### config.mk
export PLATFORM = sky130hd
export DESIGN_NAME = button_event_queue_flat
export DESIGN_NICKNAME = d
export VERILOG_FILES = /design/src/rtl/button_event_queue_pkg.sv /design/src/rtl/button_event_queue_if.sv /design/src/rtl/button_event_queue_event_fifo.sv /design/src/rtl/button_event_queue.sv /design/src/flat_wrapper.sv
export SDC_FILE = /design/constraint.sdc
export NUM_CORES = 1
export LEC_CHECK = 0
export ABC_AREA = 1
export CORE_ASPECT_RATIO = 1.1
export CORE_MARGIN = 5
export CORE_UTILIZATION = 67
export DETAILED_ROUTE_END_ITERATION = 8
export GPL_ROUTABILITY_DRIVEN = 0
export HOLD_SLACK_MARGIN = 0.02
export PLACE_DENSITY = 0.88
export SLEW_MARGIN = 20
export SYNTH_ARGS = -nofsm -noshare
export SYNTH_HDL_FRONTEND = slang
export SYNTH_SLANG_ARGS = --single-unit
### constraint.sdc
create_clock -name clk -period 2.8 [get_ports clk]
set_input_delay 0.28 -clock clk [delete_from_list [all_inputs] [get_ports clk]]
set_output_delay 0.28 -clock clk [all_outputs]
set_load 0.005 [all_outputs]
### src/rtl/button_event_queue_pkg.sv
// Shared definitions for the button event queue: event codes and widths.
package button_event_queue_pkg;

  localparam int EVT_W = 3;
  localparam int N_EVT = 5;

  typedef enum logic [EVT_W-1:0] {
    EVT_B1_PRESS = 3'd0,
    EVT_B2_PRESS = 3'd1,
    EVT_B1_LONG  = 3'd2,
    EVT_B2_LONG  = 3'd3,
    EVT_COMBO    = 3'd4
  } evt_code_e;

endpackage

### src/rtl/button_event_queue_if.sv
// Valid/ready event stream from the button event queue to the game FSM.
interface button_event_queue_if;
  import button_event_queue_pkg::*;

  logic             evt_valid;
  logic [EVT_W-1:0] evt_code;
  logic             evt_ready;

  modport master (output evt_valid, output evt_code, input evt_ready);
  modport slave  (input evt_valid, input evt_code, output evt_ready);

endinterface

### src/rtl/button_event_queue_event_fifo.sv
// Show-ahead synchronous FIFO; a push is accepted when full only alongside a pop.
module event_fifo #(
  parameter  int DEPTH = 8,
  parameter  int EVT_W = 3,
  localparam int AW    = $clog2(DEPTH)
) (
  input  logic             clk,
  input  logic             reset,
  input  logic             i_push,
  input  logic [EVT_W-1:0] i_data,
  input  logic             i_pop,
  output logic [EVT_W-1:0] o_data,
  output logic             o_full,
  output logic             o_empty,
  output logic [AW:0]      o_count
);

  logic [AW:0]      r_wptr, r_rptr;
  logic [EVT_W-1:0] r_mem [DEPTH];
  logic             w_do_pop, w_do_push;

  assign o_empty   = (r_wptr == r_rptr);
  assign o_full    = (r_wptr[AW] != r_rptr[AW]) && (r_wptr[AW-1:0] == r_rptr[AW-1:0]);
  assign o_count   = r_wptr - r_rptr;
  assign o_data    = r_mem[r_rptr[AW-1:0]];
  assign w_do_pop  = i_pop && !o_empty;
  assign w_do_push = i_push && (!o_full || w_do_pop);

  // NOTE: sequential state uses non-blocking assignments so every register samples pre-edge values.
  always_ff @(posedge clk or negedge reset) begin
    if (!reset) begin
      r_wptr <= '0;
      r_rptr <= '0;
    end else begin
      if (w_do_push) r_wptr <= r_wptr + 1'b1;
      if (w_do_pop)  r_rptr <= r_rptr + 1'b1;
    end
  end

  // NOTE: storage is deliberately not reset; the pointers alone define which entries are live.
  always_ff @(posedge clk) begin
    if (w_do_push) r_mem[r_wptr[AW-1:0]] <= i_data;
  end

endmodule

### src/rtl/button_event_queue.sv
// Classifies button pulses/levels into press, long-press and combo events and queues them
// for the game FSM behind a valid/ready handshake.
module button_event_queue
  import button_event_queue_pkg::*;
#(
  parameter  int DEPTH       = 8,
  parameter  int LONG_CYCLES = 25_000_000,
  parameter  int CNT_W       = 25,
  localparam int CW          = $clog2(DEPTH) + 1
) (
  input  logic                 clk,
  input  logic                 reset,
  input  logic                 i_b1_pulse,
  input  logic                 i_b2_pulse,
  input  logic                 i_b1_held,
  input  logic                 i_b2_held,
  input  logic                 i_ovf_clr,
  button_event_queue_if.master evt_if,
  output logic [CW-1:0]        o_evt_count,
  output logic                 o_overflow
);

  localparam logic [CNT_W-1:0] LONG_LAST = CNT_W'(LONG_CYCLES - 1);

  logic [1:0]       w_held;
  logic [CNT_W-1:0] r_hold_cnt [2];
  logic [1:0]       r_long_done, r_long_fire;
  logic [N_EVT-1:0] r_pend, w_fire, w_grant;
  evt_code_e        w_wr_code;
  logic [EVT_W-1:0] w_head;
  logic             w_push, w_pop, w_full, w_empty, w_can_write, w_drop, r_ovf;

  assign w_held = {i_b2_held, i_b1_held};

  // The long-press source is a registered one-cycle pulse, just like the press detector outputs.
  always_ff @(posedge clk or negedge reset) begin
    if (!reset) begin
      for (int i = 0; i < 2; i++) r_hold_cnt[i] <= '0;
      r_long_done <= '0;
      r_long_fire <= '0;
    end else begin
      for (int i = 0; i < 2; i++) begin
        if (!w_held[i]) begin
          r_hold_cnt[i]  <= '0;
          r_long_done[i] <= 1'b0;
          r_long_fire[i] <= 1'b0;
        end else begin
          if (r_hold_cnt[i] != '1) r_hold_cnt[i] <= r_hold_cnt[i] + CNT_W'(1);
          r_long_fire[i] <= (r_hold_cnt[i] == LONG_LAST) && !r_long_done[i];
          if (r_hold_cnt[i] == LONG_LAST) r_long_done[i] <= 1'b1;
        end
      end
    end
  end

  always_comb begin
    w_fire               = '0;
    w_fire[EVT_COMBO]    = i_b1_pulse & i_b2_pulse;
    w_fire[EVT_B1_PRESS] = i_b1_pulse & ~i_b2_pulse;
    w_fire[EVT_B2_PRESS] = i_b2_pulse & ~i_b1_pulse;
    w_fire[EVT_B1_LONG]  = r_long_fire[0];
    w_fire[EVT_B2_LONG]  = r_long_fire[1];
  end

  // NOTE: every always_comb output gets a default first, so no path can infer a latch.
  always_comb begin
    w_grant   = '0;
    w_wr_code = EVT_B1_PRESS;
    if (w_can_write) begin
      if      (r_pend[EVT_COMBO])    w_wr_code = EVT_COMBO;
      else if (r_pend[EVT_B1_PRESS]) w_wr_code = EVT_B1_PRESS;
      else if (r_pend[EVT_B2_PRESS]) w_wr_code = EVT_B2_PRESS;
      else if (r_pend[EVT_B1_LONG])  w_wr_code = EVT_B1_LONG;
      else                           w_wr_code = EVT_B2_LONG;
      w_grant[w_wr_code] = |r_pend;
    end
  end

  assign w_push      = |w_grant;
  assign w_pop       = !w_empty && evt_if.evt_ready;
  assign w_can_write = !w_full || w_pop;
  assign w_drop      = |(w_fire & r_pend & ~w_grant);

  // A flag granted and re-fired on the same edge stays set; only an un-granted flag drops.
  always_ff @(posedge clk or negedge reset) begin
    if (!reset) begin
      r_pend <= '0;
      r_ovf  <= 1'b0;
    end else begin
      r_pend <= (r_pend & ~w_grant) | w_fire;
      if (w_drop)         r_ovf <= 1'b1;
      else if (i_ovf_clr) r_ovf <= 1'b0;
    end
  end

  event_fifo #(
    .DEPTH (DEPTH),
    .EVT_W (EVT_W)
  ) u_fifo (
    .clk     (clk),
    .reset   (reset),
    .i_push  (w_push),
    .i_data  (w_wr_code),
    .i_pop   (w_pop),
    .o_data  (w_head),
    .o_full  (w_full),
    .o_empty (w_empty),
    .o_count (o_evt_count)
  );

  assign evt_if.evt_valid = !w_empty;
  assign evt_if.evt_code  = w_head;
  assign o_overflow       = r_ovf;

endmodule

### src/flat_wrapper.sv
// flat-port wrapper written by rule: the top's interface ports become plain ports
module button_event_queue_flat import button_event_queue_pkg::*;
#(
  parameter  int DEPTH       = 8,
  parameter  int LONG_CYCLES = 25_000_000,
  parameter  int CNT_W       = 25,
  localparam int CW          = $clog2(DEPTH) + 1
)
  (clk, reset, i_b1_pulse, i_b2_pulse, i_b1_held, i_b2_held, i_ovf_clr, o_evt_count, o_overflow, evt_if_evt_valid, evt_if_evt_code, evt_if_evt_ready);
  button_event_queue_if evt_if_i ();
  input  logic clk;
  input  logic reset;
  input  logic i_b1_pulse;
  input  logic i_b2_pulse;
  input  logic i_b1_held;
  input  logic i_b2_held;
  input  logic i_ovf_clr;
  output logic [CW-1:0] o_evt_count;
  output logic o_overflow;
  output wire logic [$bits(evt_if_i.evt_valid)-1:0] evt_if_evt_valid;
  output wire logic [$bits(evt_if_i.evt_code)-1:0] evt_if_evt_code;
  input wire logic [$bits(evt_if_i.evt_ready)-1:0] evt_if_evt_ready;
  assign evt_if_evt_valid = evt_if_i.evt_valid;
  assign evt_if_evt_code = evt_if_i.evt_code;
  assign evt_if_i.evt_ready = evt_if_evt_ready;
  button_event_queue #(.DEPTH(DEPTH), .LONG_CYCLES(LONG_CYCLES), .CNT_W(CNT_W)) u_core (.clk(clk), .reset(reset), .i_b1_pulse(i_b1_pulse), .i_b2_pulse(i_b2_pulse), .i_b1_held(i_b1_held), .i_b2_held(i_b2_held), .i_ovf_clr(i_ovf_clr), .evt_if(evt_if_i), .o_evt_count(o_evt_count), .o_overflow(o_overflow));
endmodule
==> impl_metrics.json, run 1 <==
{
  "crit_fanout": 10,
  "fin_ws_ns": 0.1448,
  "final_layout_size_suffix_gt1_frac": 0.06510,
  "clock_sinks": 92,
  "num_antenna_cells": 0,
  "cts_tree": "built",
  "floorplan.die_area_um2": 9746,
  "start_kind": "register",
  "port-buffer-count": 16,
  "worst_setup_path_end_kind": "primary output",
  "grt_first_pass_wirelength_mm": 19.80,
  "synth_compound_gate_area_share": 0.06621,
  "post-route-period-util": 0.9483,
  "layout.cells.most_common_list": "sky130_fd_sc_hd__nand2_1, sky130_fd_sc_hd__nor2_1, sky130_fd_sc_hd__nand3_1, sky130_fd_sc_hd__inv_1, sky130_fd_sc_hd__dfrtp_1",
  "timing.critical_path.required_ns": 2.52,
  "cellLeakagePower_nw": 2.641,
  "grt-ovfl-total": 0,
  "cp_slowest_stage_delay_ns": 0.53,
  "synth_nets": 717,
  "synth_top_area_cell": "sky130_fd_sc_hd__dfrtp_1",
  "hold_path_class": "register to register",
  "synth_largest_type_area_fraction": 0.3227,
  "numCtsBuffers": 9,
  "final_antenna_net_count": 0,
  "slew-limit-headroom": 0.5209,
  "cts_setup_buffers": 0,
  "rows": 34,
  "synth-adder-area-share": 0.02041,
  "core_area_um2": 7785,
  "cts_root_buffer": "sky130_fd_sc_hd__clkbuf_8",
  "p_per_area_nw_per_um2": 691.1,
  "actual_transition_at_the_worst_max_transition_pin_ns": 0.7187,
  "dr.pass1.iters": 6,
  "setup_viol_count_final": 0,
  "min_period_ns": 2.655,
  "clkSlewWorstSetupHoldPaths_ns": 0.10,
  "run_status": "completed",
  "postSynthAreaPerCell_um2": 7.521,
  "final_net_count": 733,
  "pin_count": 17,
  "clock_insertion_delay_worst_skew_ns": 0.37,
  "vias": 4663,
  "synth-main-ff-cell": "sky130_fd_sc_hd__dfrtp_1",
  "dp.cells": 813,
  "via_count_of_the_first_global_routing_pass": 4435,
  "htree_levels": 3,
  "avgRoutedWirePerCell_um": 13.92,
  "critical_path.cell_chain": "inv_1 > ha_1 > nand2_1 > o21ai_0 > xor2_1 > clkdlybuf4s50_1",
  "route.final.wire_length_mm": 11.55,
  "finalCoreUtilization": 0.7342,
  "die_h_um": 103.0,
  "detailedPlace.worstSlack_ns": 0.4977,
  "max_cap_violations": 0,
  "critPathSlowestCell": "sky130_fd_sc_hd__dfrtp_1",
  "synthToLayoutAreaGrowth_pct": 8.401,
  "synthesis.area_um2": 5273,
  "synth.area.top_cells": "sky130_fd_sc_hd__dfrtp_1, sky130_fd_sc_hd__nand2_1, sky130_fd_sc_hd__edfxtp_1",
  "crit_path_kind": "register to primary output",
  "synth-async-reset-ratio": 0.7391,
  "synth_seq_cells": 92,
  "yosys.area_share.simple": 0.3697,
  "grt_antenna_before_repair": 0,
  "synth_cell_type_count": 35,
  "synthMuxAreaShare": 0,
  "report.final.hold_viol_count": 0,
  "detailedRoute.firstIterationViolations": 329,
  "drcViolationCount": 0,
  "worst_ep_arrival_time_ns": 2.38,
  "avgViaCountPerCell": 5.618,
  "gate_count_of_the_mapped_netlist": 701,
  "maxClockFrequency_mhz": 376.6,
  "setup_clock_skew_after_layout_ns": 0.01678,
  "maximum_number_of_pins_on_one_net_before_global_route_repair": 40,
  "synth_top_family_by_area": "simple AND/OR/NAND/NOR gates",
  "detailed_place_hpwl_mm": 8.594,
  "irDropWorstVdd_uv": 300.5,
  "synth-xor-area-share": 0.01163,
  "groute.usage.overall": 0.2578,
  "overall_die_width_um": 94.58,
  "synth-seq-area-share": 0.4594,
  "start_util": 0.6773,
  "unrepaired_setup_endpoints_after_global_routing": "false",
  "yosysWarningCount": 0,
  "setup_total_negative_slack_ns": 0,
  "cts.path.max_buffers": 2,
  "final_common_cell": "sky130_fd_sc_hd__nand2_1",
  "synth_edf_count": 24,
  "final_cells": 830,
  "drv_slew": 0
}
Yosys cell counts, drive strengths merged (2+ instances only):
cell type / number
edfxtp: 24
dfrtp: 68
nor3: 3
nand2: 226
ha: 7
o31ai: 4
a21o: 2
a21oi: 11
clkbuf: 3
o21bai: 10
buf: 12
o21ai: 24
inv: 73
o22ai: 6
or2: 7
xor2: 6
nand3: 89
nand4: 18
nor2: 102
path summary, 6_finish.rpt:
path / depth (start not counted) / slack, ns / start / to
min reg2reg: 1 / 0.44 / u_core.r_long_done[1] / u_core.r_long_fire[1]
min: 1 / 0.44 / u_core.r_long_done[1] / u_core.r_long_fire[1]
max reg2reg: 7 / 0.46 / u_core.u_fifo.r_rptr[1] / u_core.u_fifo.r_mem[0][0]
max in group asynchronous: 3 / 1.64 / reset / u_core.r_hold_cnt[30]
max: 6 / 0.14 / u_core.u_fifo.r_rptr[1] / o_evt_count[3]
min in group asynchronous: 2 / 0.50 / reset / u_core.r_pend[2]
where the power goes:
group	internal, W	leakage (nW)	switching [W]
Sequential	0.00157	1.15	0.000170
Clock	0.000435	0.108	0.000520
Combinational	0.000558	1.39	0.000693
Total	0.00257	2.64	0.00138
layer usage:
| layer | vias up | wire length (um) | GRT usage |
|---|---|---|---|
| met1 | 2147 | 4902 | 0.3242 |
| met2 | 176 | 5582 | 0.4367 |
| met5 | - | 0 | 0 |
| met4 | 0 | 399 | 0.1332 |
| met3 | 38 | 667 | 0.03577 |
| li1 | 2302 | - | - |
registers in the layout, indices dropped and copies added (netlist names):
| signal | flops |
|---|---|
| u_core.r_hold_cnt | 50 |
| u_core.u_fifo.r_mem | 24 |
| u_core.r_pend | 5 |
| u_core.u_fifo.r_rptr | 4 |
| u_core.u_fifo.r_wptr | 4 |
| u_core.r_long_done | 2 |
| u_core.r_long_fire | 2 |
| u_core.o_overflow | 1 |
critical path: cells and delay by family (launching register included):
| kind | cells | cell delay, ns |
|---|---|---|
| AOI/OAI and AO/OA | 1 | 0.19 |
| and+or+nand+nor | 1 | 0.07 |
| buffers and inverters | 2 | 0.72 |
| adders and majority gates | 1 | 0.34 |
| xor gates and xnor gates | 1 | 0.16 |
| DFF | 1 | 0.53 |
metrics by stage:
step,instance area (um2),hold WS [ns],power [W]
after floorplan,5273,-0.01559,0.002488
after global placement,5494,0.3553,0.002929
after detailed placement,5494,0.3730,0.003023
after CTS,5715,0.4457,0.003978
after global routing,5715,0.4730,0.004220
final,5715,0.4409,0.003950
area by class of cell:
cell class,count,area [um2]
multi-input cells,520,2467
flip-flops and latches,92,2422
fillers,579,2069
inverters,74,279.0
repair buffers,20,200.2
well taps,108,135.1
clock buffers,9,123.9
clock inverters,7,87.58
logic make-up (layout without fill, tap and decap cells):
family                   count (synthesis)  count (layout)
XOR/XNOR                                 7               7
buffers and inverters                   89             110
adder cells (fa/ha/maj)                  8               8
flip-flops                              92              92
AO/OA/AOI/OAI                           58              58
AND/OR/NAND/NOR                        447             447
repair_timing:
item                      CTS  global route
resized for setup           0             0
hold buffers                1             0
hold endpoints to repair   29             0
(Power assumes the default switching activity.)
==> run 2: changes to the inputs <==
--- a/config.mk
+++ b/config.mk
@@ -7,13 +7,13 @@
 export LEC_CHECK = 0
 export ABC_AREA = 1
 export CORE_ASPECT_RATIO = 1.1
-export CORE_MARGIN = 5
-export CORE_UTILIZATION = 67
+export CORE_UTILIZATION = 50
 export DETAILED_ROUTE_END_ITERATION = 8
 export GPL_ROUTABILITY_DRIVEN = 0
 export HOLD_SLACK_MARGIN = 0.02
-export PLACE_DENSITY = 0.88
+export PLACE_DENSITY = 0.69
 export SLEW_MARGIN = 20
 export SYNTH_ARGS = -nofsm -noshare
 export SYNTH_HDL_FRONTEND = slang
+export SYNTH_HIERARCHICAL = 1
 export SYNTH_SLANG_ARGS = --single-unit
==> run 2 against run 1 <==
Compared with the run above: global-route usage down 2.2 points; setup slack better by 0.0099 ns; critical path depth grew 6; highest routed layer unchanged; maximum frequency increased by 0.37%; sequential cell count unchanged; die area grew 13%; sequential power down 3%; power up 8.1%; combinational power grew 9.6%; synthesized area grew 0.71%; hold slack got worse by 0.011 ns.
==> impl_metrics.json, run 2 <==
{
  "vias": 4584,
  "synth.area.top_cells": "sky130_fd_sc_hd__dfrtp_1, sky130_fd_sc_hd__nand2_1, sky130_fd_sc_hd__edfxtp_1",
  "post-route-period-util": 0.9448,
  "switching_power_w": 0.001442,
  "die_h_um": 110.1,
  "run_status": "completed",
  "synth-main-ff-cell": "sky130_fd_sc_hd__dfrtp_1",
  "cellLeakagePower_nw": 2.744,
  "finish.instance_area_um2": 5908,
  "synth-seq-area-share": 0.4562,
  "clock_insertion_delay_worst_skew_ns": 0.35,
  "relative_contribution_of_sequential_cells_to_total_power": 0.393,
  "r2r_slack_ns": 0.15,
  "critPathSlowestCell": "sky130_fd_sc_hd__dfrtp_1",
  "netSwitchingFraction": 0.3377,
  "setup_viol_count_final": 0,
  "core_area_um2": 10340,
  "clock_power_share": 0.286,
  "synth_edf_count": 24,
  "final_net_count": 745,
  "rows": 39,
  "worst_setup_path_end_kind": "register",
  "setup_clock_skew_after_layout_ns": 0.009083,
  "hold_path_class": "register to register",
  "crit_path_frequent_cell": "sky130_fd_sc_hd__nor2_1",
  "worst_reg2reg_path_startpoint": "u_core/u_fifo/r_rptr[2]",
  "crit_path_kind": "register to register",
  "slew-limit-headroom": 0.5730,
  "start_util": 0.5133,
  "drv_slew": 0,
  "synth_largest_type_area_fraction": 0.3205,
  "timing.critical_path.required_ns": 2.82,
  "cts_root_buffer": "sky130_fd_sc_hd__clkbuf_16",
  "worst_ep_arrival_time_ns": 2.67,
  "port-buffer-count": 16,
  "grt_first_pass_wirelength_mm": 20.16,
  "area.sequential_um2": 2422,
  "dr.pass1.iters": 5,
  "numCtsBuffers": 9,
  "fin_ws_ns": 0.1547,
  "intPower_w": 0.002828,
  "synth-async-reset-ratio": 0.7391,
  "num_antenna_cells": 0,
  "power_frac_comb": 0.321,
  "pin_count": 17,
  "critical_path.cell_chain": "inv_1 > ha_1 > nand2_2 > nor2_4 > nand2_2 > inv_1 > nor2_1 > nor2_1 > a21oi_1 > buf_4 > nand2_4 > nor2_1",
  "critical_path.endpoint": "u_core/u_fifo/r_mem[3][0]",
  "timing.reg2reg.worst_path_depth": 12,
  "multiInputGateArea_um2": 2511,
  "actual_transition_at_the_worst_max_transition_pin_ns": 0.6405,
  "start_kind": "register",
  "report.final.hold_viol_count": 0,
  "maxClockFrequency_mhz": 378.0,
  "detailedRoute.firstIterationViolations": 252,
  "nFillCells": 966,
  "r2r-end": "u_core/u_fifo/r_mem[3][0]",
  "synth_seq_cells": 92,
  "yosysWarningCount": 6,
  "grt-ovfl-total": 0,
  "overall_die_width_um": 100.3,
  "synth_top_area_cell": "sky130_fd_sc_hd__dfrtp_1",
  "final_common_cell": "sky130_fd_sc_hd__nand2_1",
  "crit_fanout": 9,
  "via_count_of_the_first_global_routing_pass": 4362,
  "avgRoutedWirePerCell_um": 13.71,
  "min_period_ns": 2.645,
  "clkSlewWorstSetupHoldPaths_ns": 0.07,
  "crit_path_start": "u_core/u_fifo/r_rptr[2]",
  "synth_most_common_cell": "sky130_fd_sc_hd__nand2_1",
  "final_antenna_net_count": 0,
  "unrepaired_setup_endpoints_after_global_routing": "true",
  "postSynthAreaPerCell_um2": 7.490,
  "synth_top_cells_by_count": "sky130_fd_sc_hd__nand2_1, sky130_fd_sc_hd__nor2_1, sky130_fd_sc_hd__nand3_1",
  "cts.path.max_buffers": 2,
  "cts_tree": "built",
  "detailed_place.area_um2": 5597,
  "clock_sinks": 92,
  "htree_levels": 3,
  "detailedPlace.worstSlack_ns": 0.1724,
  "detailed_place_hpwl_mm": 9.005,
  "layout.cells.most_common_list": "sky130_fd_sc_hd__nand2_1, sky130_fd_sc_hd__nor2_1, sky130_fd_sc_hd__nand3_1, sky130_fd_sc_hd__dfrtp_1, sky130_fd_sc_hd__inv_1",
  "floorplan.die_area_um2": 11040,
  "final_layout_size_suffix_gt1_frac": 0.07766,
  "cp_slowest_stage_delay_ns": 0.47,
  "synthesis.area_um2": 5310,
  "grt_antenna_before_repair": 0,
  "route.final.wire_length_mm": 12.02,
  "gate_count_of_the_mapped_netlist": 709,
  "top_register": "u_core/r_hold_cnt",
  "synth_nets": 725,
  "max_cap_violations": 0,
  "irDropWorstVdd_uv": 518.9,
  "synth_cell_type_count": 34,
  "groute.usage.overall": 0.2357,
  "p_per_area_nw_per_um2": 722.8,
  "maximum_number_of_pins_on_one_net_before_global_route_repair": 29,
  "synthToLayoutAreaGrowth_pct": 11.26,
  "largest_register_ff_count": 50,
  "drcViolationCount": 0,
  "avgViaCountPerCell": 5.227,
  "cts_setup_buffers": 0
}
run 2: changes by cell type in the layout (fill, tap and decap cells not counted), sizes merged, moves of 2 or more:
cell / before / now
nand2: 226 / 256
a21oi: 11 / 4
o22ai: 6 / 0
buf: 4 / 9
nand3: 89 / 84
inv: 77 / 73
nor2: 102 / 98
o21ai: 24 / 28
xor2: 6 / 3
or2: 7 / 5
run 2: cell families (layout without fill, tap and decap cells):
group | Yosys count | in the layout | synth area share
simple gates | 468 | 468 | 0.3911
compound gates | 48 | 48 | 0.05278
flops | 92 | 92 | 0.4562
buf+inv | 88 | 113 | 0.07139
xor+xnor | 5 | 5 | 0.008248
fa+ha+maj | 8 | 8 | 0.02026
run 2: through the flow:
stage,hold slack [ns],TNS [ns],total power (W),utilization,std cells
after floorplan,-0.01559,0,0.002537,-,709
after global placement,0.3307,0,0.003024,0.5410,860
after detailed placement,0.3519,0,0.003077,0.5410,860
after CTS,0.4389,0,0.004318,0.5709,877
after global routing,0.4572,-0.7181,0.004549,0.5711,877
final,0.4296,0,0.004270,0.5711,877
run 2: repair_timing:
item	4_1_cts	5_1_grt
hold buffers	1	0
setup endpoints to repair	0	18
hold endpoints to repair	26	0
gates resized for setup	0	1
run 2: how the worst min path moves through the flow:
stage,cells after the start,startpoint,endpoint,slack [ns]
floorplan,0,reset,u_core/o_overflow,-0.02
global placement,1,reset,u_core/r_hold_cnt[26],0.33
detailed placement,1,reset,u_core/r_hold_cnt[3],0.35
CTS,1,u_core/r_long_done[1],u_core/r_long_fire[1],0.44
global route,1,u_core/r_long_done[1],u_core/r_long_fire[1],0.46
finish,1,u_core/r_long_done[1],u_core/r_long_fire[1],0.43
run 2: power by group through the flow:
stage | logic (W) | clock network [W] | registers, W
after floorplan | 0.000882 | 0 | 0.00166
after global placement | 0.00133 | 0 | 0.00169
after detailed placement | 0.00137 | 0 | 0.00170
after CTS | 0.00138 | 0.00126 | 0.00168
after global routing | 0.00155 | 0.00131 | 0.00169
final | 0.00137 | 0.00122 | 0.00168
run 2: metal layers:
layer,wire (um),GRT usage,share of wire,up-vias
met5,0,0,0,-
met3,515,0.04035,0.043,18
met1,5256,0.2915,0.44,2157
li1,-,-,-,2317
met2,6040,0.4173,0.50,92
met4,208,0.08178,0.017,0
run 2: critical path: cells and delay by family, from the launching register on:
kind            cells  cell delay [ns]
simple gates        7             0.93
flops               1             0.47
fa+ha+maj           1             0.36
compound gates      1             0.19
buf+inv             3             0.37
run 2: area by class of cell:
type	count	area share
Inverter	72	0.04596
Clock inverter	7	0.01249
Timing Repair Buffer	25	0.03812
Multi-Input combinational cell	529	0.4250
Clock buffer	9	0.03812
Sequential cell	92	0.4100
Tap cell	143	0.03028
==> run 3: changes to the inputs <==
--- a/config.mk
+++ b/config.mk
@@ -6,12 +6,13 @@
 export NUM_CORES = 1
 export LEC_CHECK = 0
 export ABC_AREA = 1
-export CORE_ASPECT_RATIO = 1.1
+export CORE_ASPECT_RATIO = 0.9
 export CORE_UTILIZATION = 50
 export DETAILED_ROUTE_END_ITERATION = 8
 export GPL_ROUTABILITY_DRIVEN = 0
 export HOLD_SLACK_MARGIN = 0.02
 export PLACE_DENSITY = 0.69
+export REMOVE_ABC_BUFFERS = 1
 export SLEW_MARGIN = 20
 export SYNTH_ARGS = -nofsm -noshare
 export SYNTH_HDL_FRONTEND = slang
==> run 3 against run 2 <==
Compared with the run above: first-iteration DRC count rose by 40%; largest cell class unchanged; critical path type unchanged; combinational power barely moved; sequential power barely moved; critical endpoint is now u_core/u_fifo/r_mem[1][1]; clock skew barely moved; largest power group unchanged; register-to-register slack improved by 0.05 ns; count of clock-buffer cells in the layout rose by 1.
==> impl_metrics.json, run 3 (synthesis gave the netlist of run 2 again) <==
{
  "vias": 4610,
  "avgViaCountPerCell": 5.360,
  "p_per_area_nw_per_um2": 733.6,
  "detailedRoute.firstIterationViolations": 353,
  "report.final.hold_viol_count": 0,
  "max_cap_violations": 0,
  "clock_insertion_delay_worst_skew_ns": 0.35,
  "maxClockFrequency_mhz": 384.6,
  "drcViolationCount": 0,
  "htree_levels": 3,
  "cts-resized-gates": 0,
  "clock_sinks": 92,
  "avgRoutedWirePerCell_um": 14.18,
  "crit_fanout": 9,
  "core_area_um2": 10290,
  "num_antenna_cells": 0,
  "slew-limit-headroom": 0.4058,
  "detailed_place_hpwl_mm": 8.828,
  "grt-ovfl-total": 0,
  "unrepaired_setup_endpoints_after_global_routing": "false",
  "grt_antenna_before_repair": 0,
  "crit_path_kind": "register to register",
  "met2WireLength_mm": 5.664,
  "wl_met3_um": 701,
  "overall_die_width_um": 110.6,
  "crit_path_frequent_cell": "sky130_fd_sc_hd__nor2_1",
  "synthToLayoutAreaGrowth_pct": 10.60,
  "start_util": 0.5160,
  "setup_clock_skew_after_layout_ns": 0.009298,
  "cts_setup_buffers": 0,
  "hold_ws_ns": 0.1420,
  "finalCoreUtilization": 0.5707,
  "setup_viol_count_final": 0,
  "final_antenna_net_count": 0,
  "via_count_of_the_first_global_routing_pass": 4461,
  "port-buffer-count": 16,
  "route.final.wire_length_mm": 12.19,
  "grt_first_pass_wirelength_mm": 21.32,
  "clkSlewWorstSetupHoldPaths_ns": 0.07,
  "final_net_count": 742,
  "die_h_um": 99.77,
  "cp_slowest_stage_delay_ns": 0.47,
  "min_period_ns": 2.600,
  "setup_total_negative_slack_ns": 0,
  "floorplan.die_area_um2": 11040,
  "cts_tree": "built",
  "irDropWorstVdd_uv": 906.6,
  "nFillCells": 940,
  "groute.usage.overall": 0.2432,
  "cts.path.max_buffers": 2,
  "start_kind": "register",
  "maxUsedRoutingLayer": "met4",
  "dr.pass1.iters": 5,
  "worst_setup_path_end_kind": "register",
  "wl_met1_mm": 5.625,
  "rows": 35,
  "cts_root_buffer": "sky130_fd_sc_hd__clkbuf_16",
  "maximum_number_of_pins_on_one_net_before_global_route_repair": 69,
  "numCtsBuffers": 9,
  "top_register": "u_core/r_hold_cnt",
  "post_cts_hold_buffer_count": 0,
  "cellLeakagePower_nw": 2.735,
  "actual_transition_at_the_worst_max_transition_pin_ns": 0.8912,
  "critPathSlowestCell": "sky130_fd_sc_hd__dfrtp_1",
  "post-route-period-util": 0.9287,
  "pin_count": 17,
  "run_status": "completed",
  "layout.cells.most_common_list": "sky130_fd_sc_hd__nand2_1, sky130_fd_sc_hd__nor2_1, sky130_fd_sc_hd__nand3_1, sky130_fd_sc_hd__dfrtp_1, sky130_fd_sc_hd__inv_1",
  "hold_path_class": "primary input to async pin",
  "final_layout_size_suffix_gt1_frac": 0.07661,
  "final_common_cell": "sky130_fd_sc_hd__nand2_1",
  "critical_path.cell_chain": "inv_1 > ha_1 > nand2_2 > nor2_4 > nand2_2 > inv_1 > nor2_1 > nor2_1 > a21oi_1 > buf_4 > nand2_4 > nor2_1",
  "drv_slew": 0,
  "largest_register_ff_count": 50,
  "worst_ep_arrival_time_ns": 2.63,
  "timing.critical_path.required_ns": 2.83
}
-- run 3: cell count changes in the layout (fill, tap and decap cells not counted) --
cell,before,now
sky130_fd_sc_hd__buf_4,8,6
sky130_fd_sc_hd__clkinv_1,2,0
sky130_fd_sc_hd__clkbuf_1,0,1
sky130_fd_sc_hd__clkinv_4,1,0
sky130_fd_sc_hd__dlygate4sd3_1,1,0
sky130_fd_sc_hd__inv_6,1,2
sky130_fd_sc_hd__inv_8,1,2
-- run 3: routing by layer --
| layer | track usage | vias up |
|---|---|---|
| met1 | 0.3291 | 2123 |
| li1 | - | 2320 |
| met3 | 0.04875 | 20 |
| met5 | 0 | - |
| met4 | 0.08923 | 0 |
| met2 | 0.3899 | 147 |
-- run 3: power breakdown --
group          internal (W)  switching, W  leakage (nW)
clock              0.000712      0.000556         0.148
sequential          0.00156      0.000121          1.15
combinational      0.000571      0.000792          1.44
total               0.00284       0.00147          2.73
-- run 3: final cells by class --
cell class                 count  area [um2]  area share
multi-input combinational    529        2511      0.4276
tap                          129       161.4     0.02748
clock buffer                  10       229.0     0.03899
timing repair buffer          22       200.2     0.03409
inverter                      72       271.5     0.04623
sequential                    92        2422      0.4124
clock inverter                 6       77.57     0.01321
-- run 3: per-stage QoR --
stage	total power [W]	cells	setup slack (ns)	instance area, um2
after floorplan	0.002476	693	0.2871	5202
after global placement	0.003034	844	0.3626	5564
after detailed placement	0.003071	844	0.2367	5564
after CTS	0.004351	860	0.1963	5871
after global routing	0.004589	860	0.002550	5873
final	0.004309	860	0.1997	5873
-- run 3: critical path: cells and delay by family (launching register included) --
family	cells	cell delay (ns)
AOI/OAI and AO/OA	1	0.18
and+or+nand+nor	7	0.95
DFF	1	0.47
adders and majority gates	1	0.34
buffers and inverters	3	0.35
-- run 3: final timing paths --
| path | startpoint | endpoint | slack [ns] | cells past startpoint |
|---|---|---|---|---|
| max | u_core/u_fifo/r_rptr[2] | u_core/u_fifo/r_mem[1][1] | 0.20 | 12 |
| min | reset | u_core/o_overflow | 0.14 | 2 |
| max reg2reg | u_core/u_fifo/r_rptr[2] | u_core/u_fifo/r_mem[1][1] | 0.20 | 12 |
| min reg2reg | u_core/r_long_done[0] | u_core/r_long_fire[0] | 0.44 | 1 |
| max in group asynchronous | reset | u_core/r_hold_cnt[41] | 2.09 | 2 |
| min in group clk | u_core/r_long_done[0] | u_core/r_long_fire[0] | 0.44 | 1 |
